`config.mk`:
```
export PLATFORM = sky130hd
export DESIGN_NAME = pwrv_dac0_gen
export DESIGN_NICKNAME = d
export VERILOG_FILES = /design/src/rtl/pwrv_dac0_gen.sv
export SDC_FILE = /design/constraint.sdc
export NUM_CORES = 1
export LEC_CHECK = 0
export ABC_AREA = 1
export BUFFER_PORTS_ARGS = -buffer_cell sky130_fd_sc_hd__buf_2
export CORE_MARGIN = 5
export CORE_UTILIZATION = 50
export DETAILED_ROUTE_END_ITERATION = 7
export PLACE_DENSITY = 0.73
export SYNTH_ARGS = -nofsm -noshare
export SYNTH_HDL_FRONTEND = slang
export SYNTH_SLANG_ARGS = --single-unit
```
`constraint.sdc`:
```
create_clock -name clk -period 5.88 [get_ports clk]
set_input_delay 0.294 -clock clk [delete_from_list [all_inputs] [get_ports clk]]
set_output_delay 0.294 -clock clk [all_outputs]
set_load 0.005 [all_outputs]
```
`src/rtl/pwrv_dac0_gen.sv`:
```
// pwrv_dac0_gen: turns the committed PWRCTL target plus the region offset
// trim into the DAC0 code. An optional half-LSB dither alternates the code
// between base and base+1 with a selectable period and duty.
module pwrv_dac0_gen #(
    parameter int PRESC = 8,   // clk cycles per dither tick (>=1)
    parameter int CW    = 11   // DAC0 code width
) (
    input  logic          clk,
    input  logic          rstz,
    input  logic [CW-1:0] pwr_v,
    input  logic          pwr_hlsb,
    input  logic          pwr_we,
    input  logic [15:0]   cvofs,
    input  logic [1:0]    xtm_freq,
    input  logic          xtm_duty,
    output logic [CW-1:0] dac0_code,
    output logic          dac0_upd
);

    localparam int            TW        = (PRESC > 1) ? $clog2(PRESC) : 1;
    localparam logic [TW-1:0] TICK_LAST = TW'(PRESC - 1);
    localparam logic [CW-1:0] CODE_MAX  = {CW{1'b1}};

    // Shadow of the committed target
    logic [CW-1:0] tgt_q;
    logic          hlsb_q;

    // Dither timing
    logic [TW-1:0] tick_q;
    logic [3:0]    phase_q;
    logic [1:0]    freq_q;

    // Output stage
    logic [CW-1:0] code_q;
    logic          upd_q;

    // Combinational helpers
    logic [3:0]    ofs_arr [4];
    logic [1:0]    region;
    logic [3:0]    ofs_sel;
    logic [CW:0]   sum;
    logic [CW-1:0] base;
    logic [CW-1:0] hi;
    logic [3:0]    phase_mask;
    logic [3:0]    hi_limit;
    logic          tick_wrap;
    logic          phase_clr;
    logic          sel_hi;
    logic [CW-1:0] code_d;

    // Split the packed offset word into its four 4-bit trims
    generate
        for (genvar gi = 0; gi < 4; gi++) begin : g_ofs
            assign ofs_arr[gi] = cvofs[gi*4 +: 4];
        end
    endgenerate

    // Region select on the full target width; everything from 768 up uses ofs3
    always_comb begin
        region = 2'd3;
        if (tgt_q < CW'(256)) begin
            region = 2'd0;
        end else if (tgt_q < CW'(512)) begin
            region = 2'd1;
        end else if (tgt_q < CW'(768)) begin
            region = 2'd2;
        end
    end

    assign ofs_sel = ofs_arr[region];
    assign sum     = {1'b0, tgt_q} + (CW+1)'(ofs_sel);
    assign base    = sum[CW] ? CODE_MAX : sum[CW-1:0];
    assign hi      = (base == CODE_MAX) ? CODE_MAX : base + CW'(1);

    // Period mask (P-1) and the count of high phases for the chosen duty
    always_comb begin
        phase_mask = 4'b0001;
        hi_limit   = 4'd1;
        case (xtm_freq)
            2'd0: begin phase_mask = 4'b0001; hi_limit = xtm_duty ? 4'd0 : 4'd1; end
            2'd1: begin phase_mask = 4'b0011; hi_limit = xtm_duty ? 4'd1 : 4'd2; end
            2'd2: begin phase_mask = 4'b0111; hi_limit = xtm_duty ? 4'd2 : 4'd4; end
            default: begin phase_mask = 4'b1111; hi_limit = xtm_duty ? 4'd4 : 4'd8; end
        endcase
    end

    assign tick_wrap = (tick_q == TICK_LAST);
    assign phase_clr = pwr_we || (xtm_freq != freq_q);
    assign sel_hi    = hlsb_q && (phase_q < hi_limit);
    assign code_d    = sel_hi ? hi : base;

    // Commit point: pwr_v / pwr_hlsb only take effect on the write strobe
    always_ff @(posedge clk or negedge rstz) begin
        if (!rstz) begin
            tgt_q  <= '0;
            hlsb_q <= 1'b0;
        end else if (pwr_we) begin
            tgt_q  <= pwr_v;
            hlsb_q <= pwr_hlsb;
        end
    end

    // Prescaler; restarted on commit so the first high phase is a full tick
    always_ff @(posedge clk or negedge rstz) begin
        if (!rstz) begin
            tick_q <= '0;
        end else if (pwr_we || tick_wrap) begin
            tick_q <= '0;
        end else begin
            tick_q <= tick_q + TW'(1);
        end
    end

    // Phase counter modulo P; a commit or period change restarts it (commit wins over tick)
    always_ff @(posedge clk or negedge rstz) begin
        if (!rstz) begin
            phase_q <= '0;
            freq_q  <= '0;
        end else begin
            freq_q <= xtm_freq;
            if (phase_clr) begin
                phase_q <= '0;
            end else if (tick_wrap) begin
                phase_q <= (phase_q + 4'd1) & phase_mask;
            end
        end
    end

    // Registered output code and change pulse
    always_ff @(posedge clk or negedge rstz) begin
        if (!rstz) begin
            code_q <= '0;
            upd_q  <= 1'b0;
        end else begin
            code_q <= code_d;
            upd_q  <= (code_d != code_q);
        end
    end

    assign dac0_code = code_q;
    assign dac0_upd  = upd_q;

endmodule

```
Word level (Yosys, flattened, before mapping)
Cells that the tools add are included.
{ "classes": {"n_addsub": 4, "order_cmp": 5, "eq_ne": 6, "mux": 18, "n_bitwise": 2, "n_reduce_logical": 5} }
{ "ops": {"columns": ["cell", "count"], "rows": [
  ["$mux W11", 3],
  ["$pmux W4 S3", 2],
  ["$lt A11 B10 Y1 const B", 2],
  ["$mux W4", 5],
  ["$add A11 B4 Y12", 1],
  ["$add A11 B1 Y11 const B", 1],
  ["$eq A11 B11 Y1 const B", 1],
  ["$lt A11 B9 Y1 const B", 1],
  ["$ne A11 B11 Y1", 1],
  ["$bmux W4 S2", 1],
  ["$mux W2", 3],
  ["$mux W3", 2],
  ["$add A4 B1 Y4 const B", 1],
  ["$and A4 B4 Y4", 1],
  ["$lt A4 B4 Y1", 1],
  ["$add A3 B1 Y3 const B", 1],
  ["$eq A3 B3 Y1 const B", 1],
  ["$ge A3 B3 Y1 const B", 1],
  ["$not A2 Y3", 1],
  ["$eq A2 B1 Y1 const B", 1],
  ["$eq A2 B2 Y1 const B", 1],
  ["$logic_not A2 Y1", 1],
  ["$logic_or A1 B1 Y1", 2],
  ["$mux W1", 2],
  ["other kinds (3)", 3]
]} }
{ "totals": {"reg_bits": 33, "input_bits": 34, "output_inout_bits": 12, "elab_cells": 47} }

Longest topological paths before layout
Gate-level depths: netlist (run 1).
{ "depth": {"depth_word": 14, "mapped_depth": 28, "depth_no_buf": 27} }

Worst setup path before layout (run 1)
Ideal clock, no wire load.
{ "synth_path": {"kind": "register -> register", "start": "register tgt_q[8]", "end": "register upd_q (netlist: dac0_upd)", "setup_ns": 0.119, "arrival_time_ns": 3.376, "t_required_ns": 5.761, "slack_ns": 2.385, "path_stages_with_launch": 28, "n_path_buf": 2, "synth_period_minus_slack_ns": 3.495, "cell_sequence": "dfrtp_1 -> nor2_1 -> inv_1 -> nor2_1 -> inv_1 -> a22oi_1 -> inv_1 -> ha_1 -> nand3_1 -> nand3_1 -> nand2_1 -> nand2_2 -> nand2_2 -> buf_6 -> nand2_1 -> ha_1 -> nand2_1 -> inv_1 -> nand3_4 -> nor2_8 -> nand3_4 -> buf_6 -> nand3_1 -> nand3_1 -> nor2_1 -> nand2_1 -> nor2_1 -> nand2_1"} }
{ "synth_between": {"elab_chain_len": 14, "word_cells_on_any_way": 17, "classes_between": "2 x add/sub; 3 x order compare; 2 x eq/ne; 9 x mux; 1 x bitwise"} }
{ "synth_lines": {"columns": ["element", "line", "text"], "rows": [
  ["from (decl)", "25", "logic [CW-1:0] tgt_q;"],
  ["from (signal assigned)", "98", "tgt_q <= pwr_v;"],
  ["$lt A11 B10 Y1", "65", "end else if (tgt_q < CW'(768)) begin"],
  ["$mux W1", "65", null],
  ["$mux W2", "63", "end else if (tgt_q < CW'(512)) begin"],
  ["$mux W2", "61", "if (tgt_q < CW'(256)) begin"],
  ["$not A2 Y3 (implied by the code)", "70", "assign ofs_sel = ofs_arr[region];"],
  ["$bmux W4 S2", "70", null],
  ["$mux W4 (implied by the code) (2 in a row)", "70", null],
  ["$add A11 B4 Y12 *", "71", "assign sum = {1'b0, tgt_q} + (CW+1)'(ofs_sel);"],
  ["$mux W11 *", "72", "assign base = sum[CW] ? CODE_MAX : sum[CW-1:0];"],
  ["$add A11 B1 Y11 or $eq A11 B11 Y1 (tied branches)", "73", "assign hi = (base == CODE_MAX) ? CODE_MAX : base + CW'(1);"],
  ["$mux W11", "73", null],
  ["$mux W11 *", "90", "assign code_d = sel_hi ? hi : base;"],
  ["$ne A11 B11 Y1 *", "136", "upd_q <= (code_d != code_q);"],
  ["to (signal assigned)", "136", null],
  ["to (decl)", "35", "logic upd_q;"]
]} }
Every way passes the cells marked *; elsewhere a longest branch is shown, timed or not. The select of a mux whose other input is x is not followed.
A chain may end at the register's enable or synchronous reset.

Worst setup path after layout (run 1)
Ends and elaborated chain as after synthesis.

==> impl_metrics.toml, run 1 <==
[sta]
setup_tns_ns = 0
hold_viol = 0
slew_violations = 0
post-route-period-util = 0.667
fmax_mhz = 255
holdWs_ns = 0.0680
finalSetupViolCount = 0
tightest_slew_ns = 0.743
slew_headroom = 0.505
rsz0062_at_grt = "no"
skew_ns = 0.00466
min_period_ns = 3.92

[synth]
syn_inst = 346
avgSynthCellArea_um2 = 7.08
netlist_top_cells_area = "dfrtp_1, nand2_1, inv_1"
ys_types = 35
netlist_area_mm2 = 0.00245
syn_nets = 393
ys_ff_latch = 33
yosys_warnings = 0
yosys.area.top_type = "dfrtp_1"
seq_area_frac_synth = 0.337
synth_top_cell_area_share = 0.337

[clocking]
path_clk_slew_ns = 0.07
cts_root_buf = "clkbuf_8"
htree_levels = 2
cts.path.max_buffers = 2
clock_latency_ns = 0.29
cts_resized = 0
cts_tree = "yes"
postCtsHoldBufs = 0
clock_sink_count = 33
numCtsBuffers = 5
postCtsSetupRepairBufs = 0

[detailed_routing]
dr_total_vias = 2254
ant_nets = 0
wirelength_mm = 5.23
viasPerCell = 4.89
drtPass1Iterations = 4
drc = 0
drt_iter0_drc = 111
wl_per_cell_um = 11.3

[power]
p_leak_nw = 1.54
total_power_mw = 0.733
power_density_mw_per_mm2 = 259
ir_drop_v = 0.000104

[critical_path]
cp.buffers_inverters = 4
critPathMostFrequentCell = "nand2_1"
cp_slowest_stage_delay_ns = 0.43
timing_worst_setup_path_type = "flop to flop"
critPathSlowestCell = "dfrtp_1"
cp-start-kind = "flop"
crit_required_ns = 6.06
crit_family = "simple AND/OR/NAND/NOR gates"
cp.arrival_ns = 4.10
cp-end-kind = "flop"
crit_fanout = 13

[global_routing]
grt_max_degree = 34
grt_pass1_vias = 2231
grt_pass1_wl_mm = 9.51
antenna_found_initial = 0
grt-ovfl-total = 0
grt_usage = 0.186

[worst_hold_path]
hp-class = "primary input to async pin"

[placement]
port-buffer-count = 45
gp_congestion = 0.876
placed_cell_area_mm2 = 0.00273
place_inst = 453
dpl.hpwl_mm = 4.13

[final_layout]
drive_gt1_frac = 0.201
nets = 440
area_growth_pct = 15.4
antennaDiodeCount = 0
design_area_mm2 = 0.00283
final_cells = 461

[floorplan]
die_area_mm2 = 0.00640
die_h_um = 80.0
num_io_pins = 46
die_w_um = 80.0
initial_core_util = 0.515
placementRows = 25
core_area_mm2 = 0.00475

[job]
maxCapViolations = 0

[run_status]
run_status = "complete, no violations"
-- path summary, 6_finish.rpt --
kind                        startpoint         to  slack [ns]  cells after the start
hold reg to reg              tick_q[0]  tick_q[0]        0.44                      1
hold / removal                    rstz  freq_q[0]        0.07                      1
min in group clk           xtm_freq[0]  freq_q[0]        0.19                      1
setup / recovery              tgt_q[8]   dac0_upd        1.96                     25
max in group asynchronous         rstz   tgt_q[7]        5.34                      1
setup reg to reg              tgt_q[8]   dac0_upd        1.96                     25
-- per-layer routing --
metal  vias to the layer above  routed length [um]  GRT usage
li1                       1201                   -          -
met1                       979                2450      0.235
met2                        67                2390      0.311
met3                         7                 297     0.0418
met4                         0                  89     0.0625
met5                         -                   0          0
-- synth_stat cells, drive strengths merged --
master  number
fa           1
ha          12
a32oi        3
o31ai        1
o41ai        2
nand3b       4
a21oi        8
a22oi        1
nor3         1
o21bai       1
xor2         4
xnor2        5
buf          2
a22o         1
o211ai       1
clkinv       1
clkbuf       3
nand4        5
nand3       38
a21boi       1
o21ai       13
nand2      122
inv         47
nor2        36
dfrtp       33
-- through the flow --
step	worst slack, ns	util
floorplan	2.39	-
global placement	2.11	0.573
detailed placement	1.96	0.573
CTS	1.95	0.594
global route	1.42	0.594
finish	1.96	0.594
-- where the power goes --
group	internal [mW]	switching [mW]	leakage, nW
clock network	0.106	0.0823	0.0542
registers	0.256	0.0222	0.403
logic	0.106	0.161	1.08
total	0.468	0.265	1.54
-- state kept, by name, summed over array words and instances (netlist names) --
register / count
freq_q: 2
dac0_code: 11
tgt_q: 11
dac0_upd: 1
phase_q: 4
hlsb_q: 1
tick_q: 3
-- cells in the final DEF (no fill, tap or decap), drive strengths merged --
master	n
nand2	122
inv	47
buf	45
nand3	38
nor2	36
dfrtp	33
o21ai	13
ha	12
a21oi	8
clkbuf	7
nand4	5
xnor2	5
xor2	4
nand3b	4
a32oi	3
o41ai	2
clkinv	2
a22o	1
a22oi	1
nor3	1
o31ai	1
o21bai	1
a21boi	1
o211ai	1
fa	1
-- final cells by class --
class                           count  area, um^2
Sequential cell                    33         826
Clock buffer                        7        96.3
Fill cell                         462        1930
Tap cell                           67        83.8
Timing Repair Buffer               45         225
Multi-Input combinational cell    260        1410
Inverter                           48         180
Clock inverter                      1        5.00
-- worst register-to-register path, cell delays in order (launching register included) --
cell,delay [ns]
dfrtp_1,0.43
nor2_1,0.42
inv_1,0.22
nor2_1,0.13
inv_1,0.05
a22oi_1,0.27
inv_1,0.08
ha_1,0.29
nand3_1,0.09
nand3_1,0.12
nand2_1,0.10
nand2_2,0.08
nand2_2,0.16
nand2_1,0.14
ha_1,0.17
nand2_1,0.07
inv_1,0.09
nand3_4,0.10
nor2_8,0.14
nand3_4,0.17
nand3_1,0.13
nand3_1,0.07
nor2_1,0.08
nand2_1,0.07
nor2_1,0.09
nand2_1,0.05
-- cells by family after synthesis --
logic type,Yosys count,synth area share
AOI/OAI and AO/OA,32,0.0827
and+or+nand+nor,206,0.391
adders and majority gates,13,0.0695
buffers and inverters,53,0.0873
DFF,33,0.337
xor gates and xnor gates,9,0.0322
(Power assumes the default switching activity.)
==> run 2, diff against run 1 <==
ABC_AREA = 0   (was 1)
PLACE_DENSITY = 0.75   (was 0.73)
clock period = 3.6 ns   (was 5.88 ns; I/O delays follow)
==> run 2 against run 1 <==
Effect of this change:
- the flow now finishes with violations (setup timing)
- register-to-register slack worse by 2.3 ns
- clock skew grew 0.00099 ns
- wire length increased by 40%
- die area grew 6.3%
- worst hold slack improved by 0.027 ns
- fmax decreased by 0.22%
- critical path depth decreased by 10
- combinational power rose to 3.3 times the previous value
- utilization increased by 14 points
- total power up 140%
- cell count rose by 2.2%
- design area grew 33%
- critical path type unchanged
- highest routed layer unchanged
==> impl_metrics.toml, run 2 <==
[run_status]
run_status = "complete, but fails checks"
violations = "setup timing"

[clocking]
clock_sink_count = 33
cts_root_buf = "clkbuf_8"
cts.path.max_buffers = 2
cts_tree = "yes"
htree_levels = 2
clock_latency_ns = 0.28
path_clk_slew_ns = 0.08
numCtsBuffers = 5

[critical_path]
cp.arrival_ns = 4.09
crit_required_ns = 3.76
cp-start-kind = "flop"
cp-end-kind = "flop"
timing_worst_setup_path_type = "flop to flop"
crit_fanout = 8

[floorplan]
core_area_mm2 = 0.00511
die_w_um = 82.5
die_area_mm2 = 0.00680
die_h_um = 82.5
initial_core_util = 0.514
placementRows = 26
num_io_pins = 46

[sta]
fmax_mhz = 255
hold_viol = 0
min_period_ns = 3.93
slew_headroom = 0.500
slew_violations = 0
tightest_slew_ns = 0.750
rsz0062_at_grt = "yes"
skew_ns = 0.00565
holdWs_ns = 0.0950
finalSetupViolCount = 1
fin_ws_ns = -0.329
setup_tns_ns = -0.329
post-route-period-util = 1.09

[power]
total_power_mw = 1.73
ir_drop_v = 0.000281
p_leak_nw = 1.64
power_density_mw_per_mm2 = 463

[detailed_routing]
dr_total_vias = 2724
ant_nets = 0
wl_per_cell_um = 15.6
drtPass1Iterations = 4
viasPerCell = 5.78
drt_iter0_drc = 115
wirelength_mm = 7.33
drc = 0

[worst_hold_path]
hp-class = "primary input to flop"

[final_layout]
seq_area_um2 = 828
nets = 447
drive_gt1_frac = 0.436
design_area_mm2 = 0.00375
final_common_cell = "buf_4"
post-route-util = 0.733
final_cells = 471
multi_input_area_mm2 = 0.00193
final_cell_mix = "buf_4, buf_2, dfrtp_1"
fill_cells = 381
area_growth_pct = 42.6
antennaDiodeCount = 0

[synth]
yosys_warnings = 0
synthArstFlopShare = 1.00
synth_ff_type = "dfrtp_1"
ys_top_cells_by_count = "dfrtp_1, nand2_1, a21oi_1"
synth_edf_count = 0
seq_area_frac_synth = 0.314
syn_nets = 345
ys_types = 67
synth_top_cell_area_share = 0.314
yosys.area.top_type = "dfrtp_1"
netlist_top_cells_area = "dfrtp_1, ha_1, nand2_1"
avgSynthCellArea_um2 = 8.82
netlist_area_mm2 = 0.00263
syn_inst = 298
ys_ff_latch = 33

[placement]
place_inst = 454
gp_congestion = 0.879
port-buffer-count = 45
placed_cell_area_mm2 = 0.00343
dp_slack_ns = -0.328
dpl.hpwl_mm = 5.32

[global_routing]
grt-ovfl-total = 0
grt_pass1_wl_mm = 12.0
grt_max_degree = 34
grt_usage = 0.225
antenna_found_initial = 0
grt_pass1_vias = 2723

[job]
maxCapViolations = 0
==> run 2: cell count changes in the layout (fill, tap and decap cells not counted), moves of 7 or more <==
cell and change:
nor2_1 -16, buf_4 +61, mux2_2 +10, nand2_1 -86
inv_1 -33, o211ai_1 +7, nand3_1 -23
==> run 2: timing repair <==
| action | CTS | global route |
|---|---|---|
| hold buffers | 1 | 0 |
| pin swaps | 10 | 12 |
| endpoints found under the hold margin | 33 | 0 |
| resized for setup | 12 | 16 |
| buffers inserted | 2 | 6 |
| setup endpoints to repair | 1 | 1 |
==> run 2: kinds of logic after synthesis <==
logic type | share of synthesized area
xor gates and xnor gates | 0.0700
buffers and inverters | 0.0405
and+or+nand+nor | 0.215
DFF | 0.314
AOI/OAI and AO/OA | 0.233
muxes | 0.0619
adders and majority gates | 0.0648
==> run 2: power breakdown <==
part | leakage, nW | internal (mW) | switching [mW] | total, mW
clock | 0.0543 | 0.207 | 0.148 | 0.356
combinational | 1.19 | 0.457 | 0.432 | 0.889
sequential | 0.395 | 0.423 | 0.0652 | 0.488
total | 1.64 | 1.09 | 0.645 | 1.73
==> run 2: layer usage <==
| layer | up-vias | track usage | part of all wire |
|---|---|---|---|
| li1 | 1316 | - | - |
| met1 | 1327 | 0.264 | 0.42 |
| met2 | 63 | 0.422 | 0.52 |
| met3 | 18 | 0.0336 | 0.030 |
| met4 | 0 | 0.0621 | 0.029 |
| met5 | - | 0 | 0 |
==> run 2: worst max-delay path, stage by stage, from the launching register on <==
cell,delay [ns]
dfrtp_2,0.49
buf_4,0.16
buf_4,0.14
a21oi_1,0.15
o22a_2,0.21
inv_1,0.08
fa_2,0.37
nand2b_4,0.19
a211oi_4,0.28
xnor2_1,0.26
nor2_1,0.12
a311oi_1,0.37
a31oi_1,0.17
xnor2_1,0.20
nand4b_1,0.10
or4_1,0.51
==> run 2: worst paths after layout <==
check | start | end | slack, ns | cells past startpoint
min in group asynchronous | rstz | tgt_q[9] | 0.50 | 2
max in group asynchronous | rstz | tgt_q[8] | 2.58 | 2
worst max-delay path | tgt_q[8] | dac0_upd | -0.33 | 15
worst min-delay path | xtm_freq[0] | freq_q[0] | 0.09 | 1
worst min register to register | tick_q[0] | tick_q[0] | 0.44 | 1
worst max register to register | tgt_q[8] | dac0_upd | -0.33 | 15
==> run 2: layout make-up <==
type	instances	area share
repair buffers	111	0.202
well taps	70	0.0234
clock inverters	3	0.0124
inverters	9	0.00902
multi-input cells	240	0.514
clock buffers	5	0.0184
flip-flops and latches	33	0.221
==> run 3, diff against run 2 <==
--- a/config.mk
+++ b/config.mk
@@ -8,8 +8,10 @@
 export ABC_AREA = 0
 export BUFFER_PORTS_ARGS = -buffer_cell sky130_fd_sc_hd__buf_2
+export CELL_PAD_IN_SITES_DETAIL_PLACEMENT = 1
+export CELL_PAD_IN_SITES_GLOBAL_PLACEMENT = 1
 export CORE_MARGIN = 5
-export CORE_UTILIZATION = 50
+export CORE_UTILIZATION = 38
 export DETAILED_ROUTE_END_ITERATION = 7
-export PLACE_DENSITY = 0.75
+export PLACE_DENSITY_LB_ADDON = 0.1
 export SYNTH_ARGS = -nofsm -noshare
 export SYNTH_HDL_FRONTEND = slang
==> constraint.sdc (replaced) <==
create_clock -name clk -period 3.6 [get_ports clk]
set_input_delay 0.18 -clock clk [delete_from_list [all_inputs] [get_ports clk]]
set_output_delay 0.18 -clock clk [all_outputs]
set_load 0.02 [all_outputs]
==> run 3 against run 2 <==
Effect of this change:
- the flow still finishes with violations (setup timing)
- non-clock buffer count grew 3
- design area grew 0.13%
- fmax grew 1.5%
- flip-flop and latch count is the same
- sequential power is essentially flat
- clock-buffer cell count is the same
- die area grew 28%
- combinational power grew 6.9%
- critical path type unchanged
==> impl_metrics.toml, run 3 (synthesis gave the netlist of run 2 again) <==
[sta]
fmax_mhz = 258
slew_violations = 0
tightest_slew_ns = 0.760
min_period_ns = 3.87
hold_viol = 0
post-route-period-util = 1.08
holdWs_ns = 0.0932
rsz0062_at_grt = "yes"
fin_ws_ns = -0.272
skew_ns = 0.0132
finalSetupViolCount = 1
slew_headroom = 0.493

[final_layout]
post-route-util = 0.555
seq_area_um2 = 827
area_growth_pct = 42.8
design_area_mm2 = 0.00375
fill_cells = 815
nets = 450
antennaDiodeCount = 0
drive_gt1_frac = 0.431
multi_input_area_mm2 = 0.00189
final_cells = 484
final_common_cell = "buf_4"
final_cell_mix = "buf_4, buf_2, dfrtp_1"

[detailed_routing]
dr_total_vias = 2707
drt_iter0_drc = 79
ant_nets = 0
drc = 0
drtPass1Iterations = 4
wl_per_cell_um = 17.2
wirelength_mm = 8.33
viasPerCell = 5.59

[power]
power_density_mw_per_mm2 = 500
p_leak_nw = 1.68
ir_drop_v = 0.000237

[clocking]
htree_levels = 2
clock_latency_ns = 0.30
cts_tree = "yes"
cts.path.max_buffers = 2
cts_root_buf = "clkbuf_8"
path_clk_slew_ns = 0.08
numCtsBuffers = 5
clock_sink_count = 33

[critical_path]
cp.arrival_ns = 4.03
critPathSlowestCell = "or4_1"
cp_slowest_stage_delay_ns = 0.53
crit_required_ns = 3.76
cp-end-kind = "flop"
cp-start-kind = "flop"
crit_fanout = 7
timing_worst_setup_path_type = "flop to flop"
r2r_slack_ns = -0.27
cp_cell_sequence = "buf_6, a211oi_2, a21oi_1, o22a_1, ha_4, nand3_4, a2111o_1, xor2_2, buf_4, nor2_1, a311oi_2, a31oi_2, xnor2_1, nand4b_1, or4_1"

[floorplan]
die_w_um = 93.2
die_area_mm2 = 0.00868
placementRows = 30
num_io_pins = 46
core_area_mm2 = 0.00676
die_h_um = 93.2
initial_core_util = 0.389

[placement]
dp_slack_ns = -0.357
place_inst = 472
placed_cell_area_mm2 = 0.00350
port-buffer-count = 45
gp_congestion = 0.826
dpl.hpwl_mm = 6.43

[global_routing]
grt_pass1_vias = 2970
grt_pass1_wl_mm = 14.1
grt_usage = 0.202
antenna_found_initial = 0
grt_max_degree = 34
grt-ovfl-total = 0

[job]
maxCapViolations = 0

[run_status]
violations = "setup timing"
run_status = "complete, but fails checks"

[worst_hold_path]
hp-class = "primary input to flop"
-- run 3: final timing paths --
path / from / end / depth (start not counted)
max in group asynchronous: rstz / tgt_q[9] / 2
min in group asynchronous: rstz / dac0_code[10] / 2
max reg2reg: tgt_q[9] / dac0_upd / 15
min reg2reg: tick_q[0] / tick_q[0] / 1
max: tgt_q[9] / dac0_upd / 15
min: xtm_freq[0] / freq_q[0] / 1
-- run 3: critical path, delay by kind of cell (launching register included) --
kind	cells	cell delay (ns)
AO/OA/AOI/OAI	6	1.39
AND/OR/NAND/NOR	4	0.95
flip-flops	1	0.45
XOR/XNOR	2	0.34
buffers and inverters	2	0.30
adder cells (fa/ha/maj)	1	0.30
-- run 3: area by class of cell --
type,instances,area share
Multi-Input combinational cell,240,0.503
Sequential cell,33,0.220
Tap cell,80,0.0267
Inverter,9,0.00901
Clock buffer,5,0.0183
Clock inverter,3,0.0183
Timing Repair Buffer,114,0.204
-- run 3: where the power goes --
group	total, mW	leakage, nW	switching (mW)	internal [mW]
sequential	0.486	0.397	0.0634	0.423
combinational	0.950	1.21	0.491	0.459
clock	0.439	0.0687	0.160	0.279
-- run 3: routing by layer --
layer  up-vias  track usage  wire, um  part of all wire
met5         -            0         0                 0
met4         0       0.0696       149             0.018
met3        14       0.0322       241             0.029
met2        47        0.348      4150              0.50
met1      1329        0.257      3790              0.45
li1       1317            -         -                 -
-- run 3: metrics by stage --
| stage | TNS, ns | power [mW] |
|---|---|---|
| after global placement | -0.230 | 1.36 |
| after floorplan | -0.165 | 1.01 |
| after global routing | -0.475 | 2.00 |
| final | -0.272 | 1.88 |
| after CTS | -0.277 | 1.87 |
| after detailed placement | -0.357 | 1.39 |
-- run 3: repair_timing --
| item | CTS | global route |
|---|---|---|
| endpoints found under the hold margin | 33 | 0 |
| setup buffers | 3 | 0 |
| hold buffers | 1 | 0 |
| pin swaps | 4 | 1 |
| resized for setup | 14 | 6 |
| endpoints found under the setup margin | 1 | 1 |
| cloned | 0 | 0 |
